==> src/rtl/whack_draw_pkg.sv <==
// Shared definitions for the whack-a-mole full-screen draw scheduler.
//   FRAME_W       : width of a frame ID
//   FRM_*         : frame IDs; a higher ID has higher draw priority
//   draw_state_e  : scheduler states (idle / select settle / drawing / hold)
package whack_draw_pkg;

  localparam int unsigned FRAME_W = 3;

  localparam int unsigned FRM_START    = 0;
  localparam int unsigned FRM_GAME     = 1;
  localparam int unsigned FRM_MOLE1    = 2;
  localparam int unsigned FRM_MOLE2    = 3;
  localparam int unsigned FRM_MOLE3    = 4;
  localparam int unsigned FRM_MOLE4    = 5;
  localparam int unsigned FRM_GAMEOVER = 6;

  typedef enum logic [1:0] {
    S_IDLE,
    S_SETUP,
    S_DRAW,
    S_HOLD
  } draw_state_e;

endpackage

==> src/rtl/draw_priority_enc.sv <==
// Combinational highest-index priority encoder.
//   req_i    : request vector, bit i = frame ID i
//   valid_o  : at least one request bit is set
//   id_o     : binary ID of the highest set bit (0 when none)
//   onehot_o : one-hot mask of that bit (all zero when none)
module draw_priority_enc #(
  parameter int unsigned NUM_FRAMES = 7,
  parameter int unsigned FRAME_W    = 3
) (
  input  logic [NUM_FRAMES-1:0] req_i,
  output logic                  valid_o,
  output logic [FRAME_W-1:0]    id_o,
  output logic [NUM_FRAMES-1:0] onehot_o
);

  // Ascending scan: the last hit, i.e. the highest index, is what remains.
  always_comb begin
    id_o     = '0;
    onehot_o = '0;
    for (int unsigned i = 0; i < NUM_FRAMES; i++) begin
      if (req_i[i]) begin
        id_o        = FRAME_W'(i);
        onehot_o    = '0;
        onehot_o[i] = 1'b1;
      end
    end
    valid_o = |req_i;
  end

endmodule

==> src/rtl/frame_draw_scheduler.sv <==
// Redraw scheduler between the game FSM and the full-screen image drawer.
// Latches per-frame redraw requests, grants the highest frame ID, holds the
// frame select stable for SETUP_CYCLES, enables the drawer until it reports
// done (or the watchdog expires), then holds the image for HOLD_CYCLES.
//   iClock, iReset : clock, asynchronous active-high reset
//   iReq           : per-frame redraw request pulses
//   iDrawDone      : drawer completion pulse (ignored outside DRAW)
//   iClearErr      : clears the sticky watchdog flag
//   oFrameSel      : frame ID to render, changes only on a grant
//   oDrawEnable    : high for the whole DRAW state
//   oBusy          : high whenever not IDLE
//   oShownFrame/oShownValid : last frame drawn to completion
//   oTimeout       : sticky drawer-hang flag
// Build option: FRAME_DEDUP_EN drops a winning request whose frame is already
// on screen instead of redrawing it.
module frame_draw_scheduler
  import whack_draw_pkg::*;
#(
  parameter int unsigned NUM_FRAMES     = 7,
  parameter int unsigned FRAME_W        = whack_draw_pkg::FRAME_W,
  parameter int unsigned SETUP_CYCLES   = 2,
  parameter int unsigned HOLD_CYCLES    = 1000,
  parameter int unsigned TIMEOUT_CYCLES = 20000,
  parameter int unsigned CNT_W          = 16
) (
  input  logic                  iClock,
  input  logic                  iReset,
  input  logic [NUM_FRAMES-1:0] iReq,
  input  logic                  iDrawDone,
  input  logic                  iClearErr,
  output logic [FRAME_W-1:0]    oFrameSel,
  output logic                  oDrawEnable,
  output logic                  oBusy,
  output logic [FRAME_W-1:0]    oShownFrame,
  output logic                  oShownValid,
  output logic                  oTimeout
);

  localparam logic [CNT_W-1:0] SETUP_LAST   = CNT_W'(SETUP_CYCLES - 1);
  localparam logic [CNT_W-1:0] HOLD_LAST    = CNT_W'((HOLD_CYCLES == 0) ? 0 : HOLD_CYCLES - 1);
  localparam logic [CNT_W-1:0] TIMEOUT_LAST = CNT_W'(TIMEOUT_CYCLES - 1);

  draw_state_e             state_q, state_d;
  logic [NUM_FRAMES-1:0]   pend_q, pend_d;
  logic [CNT_W-1:0]        cnt_q, cnt_d;
  logic [FRAME_W-1:0]      sel_q, sel_d;
  logic                    en_q, en_d;
  logic                    busy_q, busy_d;
  logic [FRAME_W-1:0]      shown_q, shown_d;
  logic                    shown_vld_q, shown_vld_d;
  logic                    tout_q, tout_d;

  logic [NUM_FRAMES-1:0]   cand;
  logic [NUM_FRAMES-1:0]   grant;
  logic                    win_valid;
  logic [FRAME_W-1:0]      win_id;
  logic [NUM_FRAMES-1:0]   win_onehot;
  logic                    dedup_hit;

  // Requests arriving this cycle take part in arbitration immediately.
  assign cand = pend_q | iReq;

  draw_priority_enc #(
    .NUM_FRAMES (NUM_FRAMES),
    .FRAME_W    (FRAME_W)
  ) u_enc (
    .req_i    (cand),
    .valid_o  (win_valid),
    .id_o     (win_id),
    .onehot_o (win_onehot)
  );

`ifdef FRAME_DEDUP_EN
  assign dedup_hit = shown_vld_q && (win_id == shown_q);
`else
  assign dedup_hit = 1'b0;
`endif

  always_comb begin
    state_d     = state_q;
    cnt_d       = cnt_q;
    sel_d       = sel_q;
    en_d        = en_q;
    shown_d     = shown_q;
    shown_vld_d = shown_vld_q;
    tout_d      = tout_q & ~iClearErr;
    grant       = '0;

    unique case (state_q)
      S_IDLE: begin
        if (win_valid) begin
          grant = win_onehot;
          if (!dedup_hit) begin
            sel_d   = win_id;
            cnt_d   = '0;
            state_d = S_SETUP;
          end
        end
      end
      S_SETUP: begin
        if (cnt_q == SETUP_LAST) begin
          cnt_d   = '0;
          en_d    = 1'b1;
          state_d = S_DRAW;
        end else begin
          cnt_d = cnt_q + 1'b1;
        end
      end
      S_DRAW: begin
        // Done takes precedence over a watchdog expiry in the same cycle.
        if (iDrawDone) begin
          shown_d     = sel_q;
          shown_vld_d = 1'b1;
          en_d        = 1'b0;
          cnt_d       = '0;
          state_d     = (HOLD_CYCLES == 0) ? S_IDLE : S_HOLD;
        end else if (cnt_q == TIMEOUT_LAST) begin
          tout_d  = 1'b1;
          en_d    = 1'b0;
          cnt_d   = '0;
          state_d = S_IDLE;
        end else begin
          cnt_d = cnt_q + 1'b1;
        end
      end
      S_HOLD: begin
        if (cnt_q == HOLD_LAST) begin
          cnt_d   = '0;
          state_d = S_IDLE;
        end else begin
          cnt_d = cnt_q + 1'b1;
        end
      end
      default: state_d = S_IDLE;
    endcase

    // A bit that was already pending and is requested again in its own
    // grant cycle stays set; a fresh pulse that wins is consumed.
    pend_d = cand & ~(grant & ~(pend_q & iReq));
    busy_d = (state_d != S_IDLE);
  end

  always_ff @(posedge iClock or posedge iReset) begin
    if (iReset) begin
      state_q     <= S_IDLE;
      pend_q      <= '0;
      cnt_q       <= '0;
      sel_q       <= FRAME_W'(FRM_START);
      en_q        <= 1'b0;
      busy_q      <= 1'b0;
      shown_q     <= '0;
      shown_vld_q <= 1'b0;
      tout_q      <= 1'b0;
    end else begin
      state_q     <= state_d;
      pend_q      <= pend_d;
      cnt_q       <= cnt_d;
      sel_q       <= sel_d;
      en_q        <= en_d;
      busy_q      <= busy_d;
      shown_q     <= shown_d;
      shown_vld_q <= shown_vld_d;
      tout_q      <= tout_d;
    end
  end

  assign oFrameSel   = sel_q;
  assign oDrawEnable = en_q;
  assign oBusy       = busy_q;
  assign oShownFrame = shown_q;
  assign oShownValid = shown_vld_q;
  assign oTimeout    = tout_q;

endmodule
==> config.mk <==
export PLATFORM = sky130hd
export DESIGN_NAME = frame_draw_scheduler
export DESIGN_NICKNAME = d
export VERILOG_FILES = /design/src/rtl/whack_draw_pkg.sv /design/src/rtl/draw_priority_enc.sv /design/src/rtl/frame_draw_scheduler.sv
export SDC_FILE = /design/constraint.sdc
export NUM_CORES = 1
export LEC_CHECK = 0
export ABC_AREA = 1
export CAP_MARGIN = 15
export CORE_MARGIN = 2
export CORE_UTILIZATION = 54
export CTS_CLUSTER_DIAMETER = 30
export DETAILED_ROUTE_END_ITERATION = 8
export HOLD_SLACK_MARGIN = 0.02
export PLACE_DENSITY = 0.79
export SETUP_SLACK_MARGIN = 0.1
export SLEW_MARGIN = 30
export SYNTH_ARGS = -nofsm -noshare
export SYNTH_HDL_FRONTEND = slang
export SYNTH_SLANG_ARGS = --single-unit
==> constraint.sdc <==
create_clock -name iClock -period 1.6 [get_ports iClock]
set_input_delay 0.32 -clock iClock [delete_from_list [all_inputs] [get_ports iClock]]
set_output_delay 0.32 -clock iClock [all_outputs]
set_load 0.05 [all_outputs]
; Word-level counts from Yosys, hierarchy flattened
; Index checks and enable logic that the tools add are counted.
[totals]
regBits = 35
input_bits = 11
output_inout_bits = 10
elab_cells = 68
[classes]
addsub = 1
n_eq_ne = 9
mux = 34
bitwise = 8
n_reduce_logical = 7
[ops]
columns = op, count
row1 = $mux 16, 5
row2 = $pmux 16 s4, 1
row3 = $and 7x7->7, 3
row4 = $mux 7, 3
row5 = $add 16x1->16 const B, 1
row6 = $eq 16x1->1 const B, 1
row7 = $eq 16x10->1 const B, 1
row8 = $eq 16x15->1 const B, 1
row9 = $mux 2, 8
row10 = $not 7->7, 2
row11 = $mux 3, 4
row12 = $mux 1, 8
row13 = $pmux 2 s4, 1
row14 = $or 7x7->7, 1
row15 = $reduce_or 7->1, 1
row16 = $mux 6, 1
row17 = $mux 5, 1
row18 = $eq 2x2->1 const B, 2
row19 = $mux 4, 1
row20 = $reduce_and 2->1, 2
row21 = $reduce_bool 2->1, 2
row22 = $ne 3x3->1 const B, 1
row23 = $reduce_and 3->1, 1
row24 = $eq 2x1->1 const B, 1
row25 = other kinds (6), 6

; Depth between registers and ports, before layout
[logic_depth]
word_depth = 13
ltp_mapped = 11
ltp_nobuf = 10

; Cells and area by module
; From an unflattened synthesis, not the netlist that was laid out.
[hier_totals]
cells_unflattened = 345
hier_area_um2 = 2263.4
[modules_own_cells]
columns = module, n_inst, cells_per_inst, area_per_inst_um2, seq_area_each_um2
row1 = frame_draw_scheduler, 1, 318, 2134.5, 875.8
row2 = draw_priority_enc, 1, 27, 128.9, 0.0

; Worst setup path before layout
; No wires, ideal clock.
[synth_path]
path_type = reg2reg
start = reg cnt_q[0]
end = reg cnt_q[5]
arrival_time_ps = 1320
required_time_ps = 1483
setup_slack_ps = 164
path_stages_with_launch = 12
path_cell_list = dfrtp_1 > ha_1 > nand2_1 > inv_1 > nand2_4 > nor2_4 > nand2_2 > nand2_4 > nand3_4 > buf_6 > nand2_1 > nand2_1
[synth_between]
elab_chain_cells = 4
[synth_lines]
columns = element, line
row1 = start: declaration, frame_draw_scheduler.sv:45  ; logic [CNT_W-1:0] cnt_q, cnt_d;
row2 = start signal: assignment, frame_draw_scheduler.sv:157  ; cnt_q <= cnt_d;
row3 = $add 16x1->16 / $eq 16x15->1 (equally long branches), n/a
row4 = $mux 16, frame_draw_scheduler.sv:117  ; end else if (cnt_q == TIMEOUT_LAST) begin
row5 = $mux 16, frame_draw_scheduler.sv:111  ; if (iDrawDone) begin
row6 = $pmux 16 s4 *, frame_draw_scheduler.sv:89  ; unique case (state_q)
; Mark *: on every way between the ends. The rest lies on a longest branch, timed or not.
; A chain may end at the register's enable or synchronous reset.

; Worst setup path after layout
[layout_path]
start = reg cnt_q[0]
end = reg cnt_q[11]
; Same word-level chain as after synthesis.

==> impl_metrics.csv <==
group,metric,value,unit
floorplanning,io_pins,21,
clocking,cts-buffers-inserted,5,
power,clkPwrFrac,48.9,%
clocking,clk_latency,0.29,ns
floorplanning,dieArea,4270,um^2
yosys,yosysWarningCount,0,
global_routing,grtUsageMet1,30.4,%
yosys,seq_area_frac_synth,43.1,%
global_routing,busiest_layer,"met2",
sta,finalMaxSlewViolations,0,
hold_path,hp-class,"input port to async pin",
yosys,yosys.area.top_type_share,43.1,%
yosys,synth_seq_cells,35,
yosys,synth_cell_types,30,
detailed_routing,avgRoutedWirePerCell,12.1,um
global_routing,gr-usage-met3,5.65,%
global_routing,grtUsageTotal,23.8,%
clocking,holdBufCountCts,0,
sta,final.period_utilization,94.5,%
clocking,cts.sinks,35,
job,drv_cap,0,
power,p_per_area,727,nW/um^2
yosys,synth_area_leaders,"dfrtp_1 43%, nand2_1 21%, nor2_1 7.8%",
power,seq_power_share,46.5,%
floorplanning,die_w,65.3,um
power,ir_drop,0.000470,V
yosys,synth_fp_nets,301,
critical_path,cp.arrival,1.69,ns
critical_path,cp_cell_sequence,"ha_2 > nand2_2 > inv_2 > nand2_4 > nor2_4 > nand2_2 > nand2_4 > nand3_4 > nand2_1 > nand2_1",
sta,fmax,0.661,GHz
yosys,synthArstFlopShare,100,%
place,gp_congestion,0.864,
global_routing,antenna_found_initial,0,
global_routing,grt_pass1_wl,7.80,mm
cells_and_area,n_antenna_cell,0,
outcome,status,"complete, no violations",
critical_path,slowest_stage,"dfrtp_1",
sta,rsz0062_at_grt,"yes",
detailed_routing,postRouteAntennaNets,0,
floorplanning,row_count,22,
detailed_routing,viasPerCell,5.13,
critical_path,path_class,"flop to flop",
power,p_switching,0.369,mW
power,p_int,1.55,mW
cells_and_area,layout.nets,345,
yosys,synth.most_common_cell,"nand2_1",
global_routing,overflow,0,
global_routing,gr-usage-met2,39.3,%
cells_and_area,drive_gt1_share,23.4,%
power,combPwrFrac,4.6,%
critical_path,start_kind,"flop",
clocking,htreeDepth,2,
cells_and_area,fin_util,72.8,%
clocking,cts_max_path_buffers,2,
detailed_routing,drtIter0Drc,152,
sta,clock-skew-final,0.00532,ns
place,port_buffers,20,
power,p_sw_share,19.2,%
critical_path,slowest_delay,0.39,ns
critical_path,end_kind,"flop",
critical_path,critPathTopFamily,"simple AND/OR/NAND/NOR gates",
yosys,synth_flop_cell,"dfrtp_1",
power,p_leak,1.29,nW
yosys,synth_area_leader_cell,"dfrtp_1",
cells_and_area,layout.cells.non_filler,381,
yosys,synth_edf_count,0,
detailed_routing,drt_first_pass_iters,4,
yosys,netlist_area,2030,um^2
floorplanning,core_area,3630,um^2
power,power,1.92,mW
global_routing,grt_start_max_net_pins,36,
clocking,ctsRootBufferMaster,"clkbuf_8",
critical_path,critPathRequiredTime,1.78,ns
critical_path,crit_buf_inv,1,
floorplanning,initial_core_util,55.9,%
sta,period_needed,1.51,ns
place,dpl.hpwl,3.16,mm
cells_and_area,area_growth,30.2,%
sta,setup_viol,0,
yosys,avgSynthCellArea,7.05,um^2
detailed_routing,totalWireLength,4.61,mm
sta,tightest_slew,0.307,ns
floorplanning,die_y,65.3,um
clocking,clkTransAtPathRegs,0.07,ns
detailed_routing,vias,1954,
place,dp.cells,368,
critical_path,critPathMaxFanout,7,
detailed_routing,drc,0,
sta,relSlewSlack,79.5,%
yosys,synth_cells,288,
yosys,netlist_top_cells_count,"112 x nand2_1, 42 x nor2_1, 35 x dfrtp_1",
clocking,cts_tree,"done",
sta,report.final.hold_viol_count,0,
global_routing,grt_pass1_vias,1844,
==> through the flow <==
stage	hold WS (ns)	area, um^2	TNS, ns	setup slack, ns
after global routing	0.401	2640	-0.000873	-0.000873
after floorplan	0.416	2030	0	0.164
after detailed placement	0.471	2390	-2.70	-0.168
final	0.366	2640	0	0.0882
after CTS	0.381	2580	0	0.102
after global placement	0.454	2390	-1.71	-0.112
==> worst reg2reg max path, delay by kind of cell (launching register included) <==
kind / cells / cell delay [ns]
simple gates: 8 / 0.70
flops: 1 / 0.39
fa+ha+maj: 1 / 0.23
buf+inv: 1 / 0.08
==> cell type report <==
class	instances	area, um^2
inverter	35	134
timing repair buffer	40	363
clock buffer	6	72.6
fill	284	990
tap	48	60.1
sequential	35	881
clock inverter	2	60.1
multi-input combinational	215	1070
==> registers in the layout, indices dropped and copies added (netlist names) <==
register and cells:
oDrawEnable 1, pend_q 7, oTimeout 1, oShownFrame 3, oBusy 1, state_q 2, cnt_q 16, oShownValid 1
oFrameSel 3
==> path summary, 6_finish.rpt <==
| path | start | end | slack (ns) | depth (start not counted) |
|---|---|---|---|---|
| max | cnt_q[0] | cnt_q[11] | 0.09 | 10 |
| max in group asynchronous | iReset | cnt_q[9] | 1.03 | 3 |
| min reg2reg | oShownFrame[1] | oShownFrame[1] | 0.48 | 2 |
| min | iReset | cnt_q[13] | 0.37 | 3 |
| min in group iClock | oShownFrame[1] | oShownFrame[1] | 0.48 | 2 |
| max reg2reg | cnt_q[0] | cnt_q[11] | 0.09 | 10 |
==> logic make-up after synthesis <==
family | count (synthesis) | synth area share (%)
AOI/OAI and AO/OA | 19 | 5.55
xor gates and xnor gates | 8 | 3.45
adders and majority gates | 2 | 1.23
buffers and inverters | 39 | 8.07
DFF | 35 | 43.1
and+or+nand+nor | 185 | 38.6
==> power groups by stage <==
stage / Clock [mW] / Sequential (mW) / Combinational, mW
4_1_cts: 0.953 / 0.893 / 0.0901
2_1_floorplan: 0 / 0.922 / 0.0204
3_3_place_gp: 0 / 0.910 / 0.0892
6_report: 0.941 / 0.893 / 0.0886
3_5_place_dp: 0 / 0.910 / 0.0900
5_1_grt: 1.00 / 0.893 / 0.0965
==> cells in the final DEF (no fill, tap or decap), drive strengths merged, types with 2 or more instances in the layout <==
cell           count
nand2            118
o21ai              8
clkbuf             6
nor2              46
nand4              3
dfrtp             35
clkdlybuf4s50     10
o211ai             2
xnor2              3
xor2               5
ha                 2
buf               30
a31oi              2
bufinv             2
a21oi              3
nand3             14
nor3               2
inv               34
==> repair_timing <==
item / 4_1_cts / 5_1_grt
gates cloned: 1 / 0
resized for setup: 9 / 22
pin swaps: 1 / 7
setup endpoints to repair: 16 / 23
buffers inserted: 2 / 2
==> metal layers <==
metal,up-vias,routed length [um],part of all wire [%]
met5,-,0,0
met4,0,99,2.1
met3,10,175,3.8
met2,40,2220,48
met1,926,2110,46
li1,978,-,-
Power figures use the tool's default switching activity.
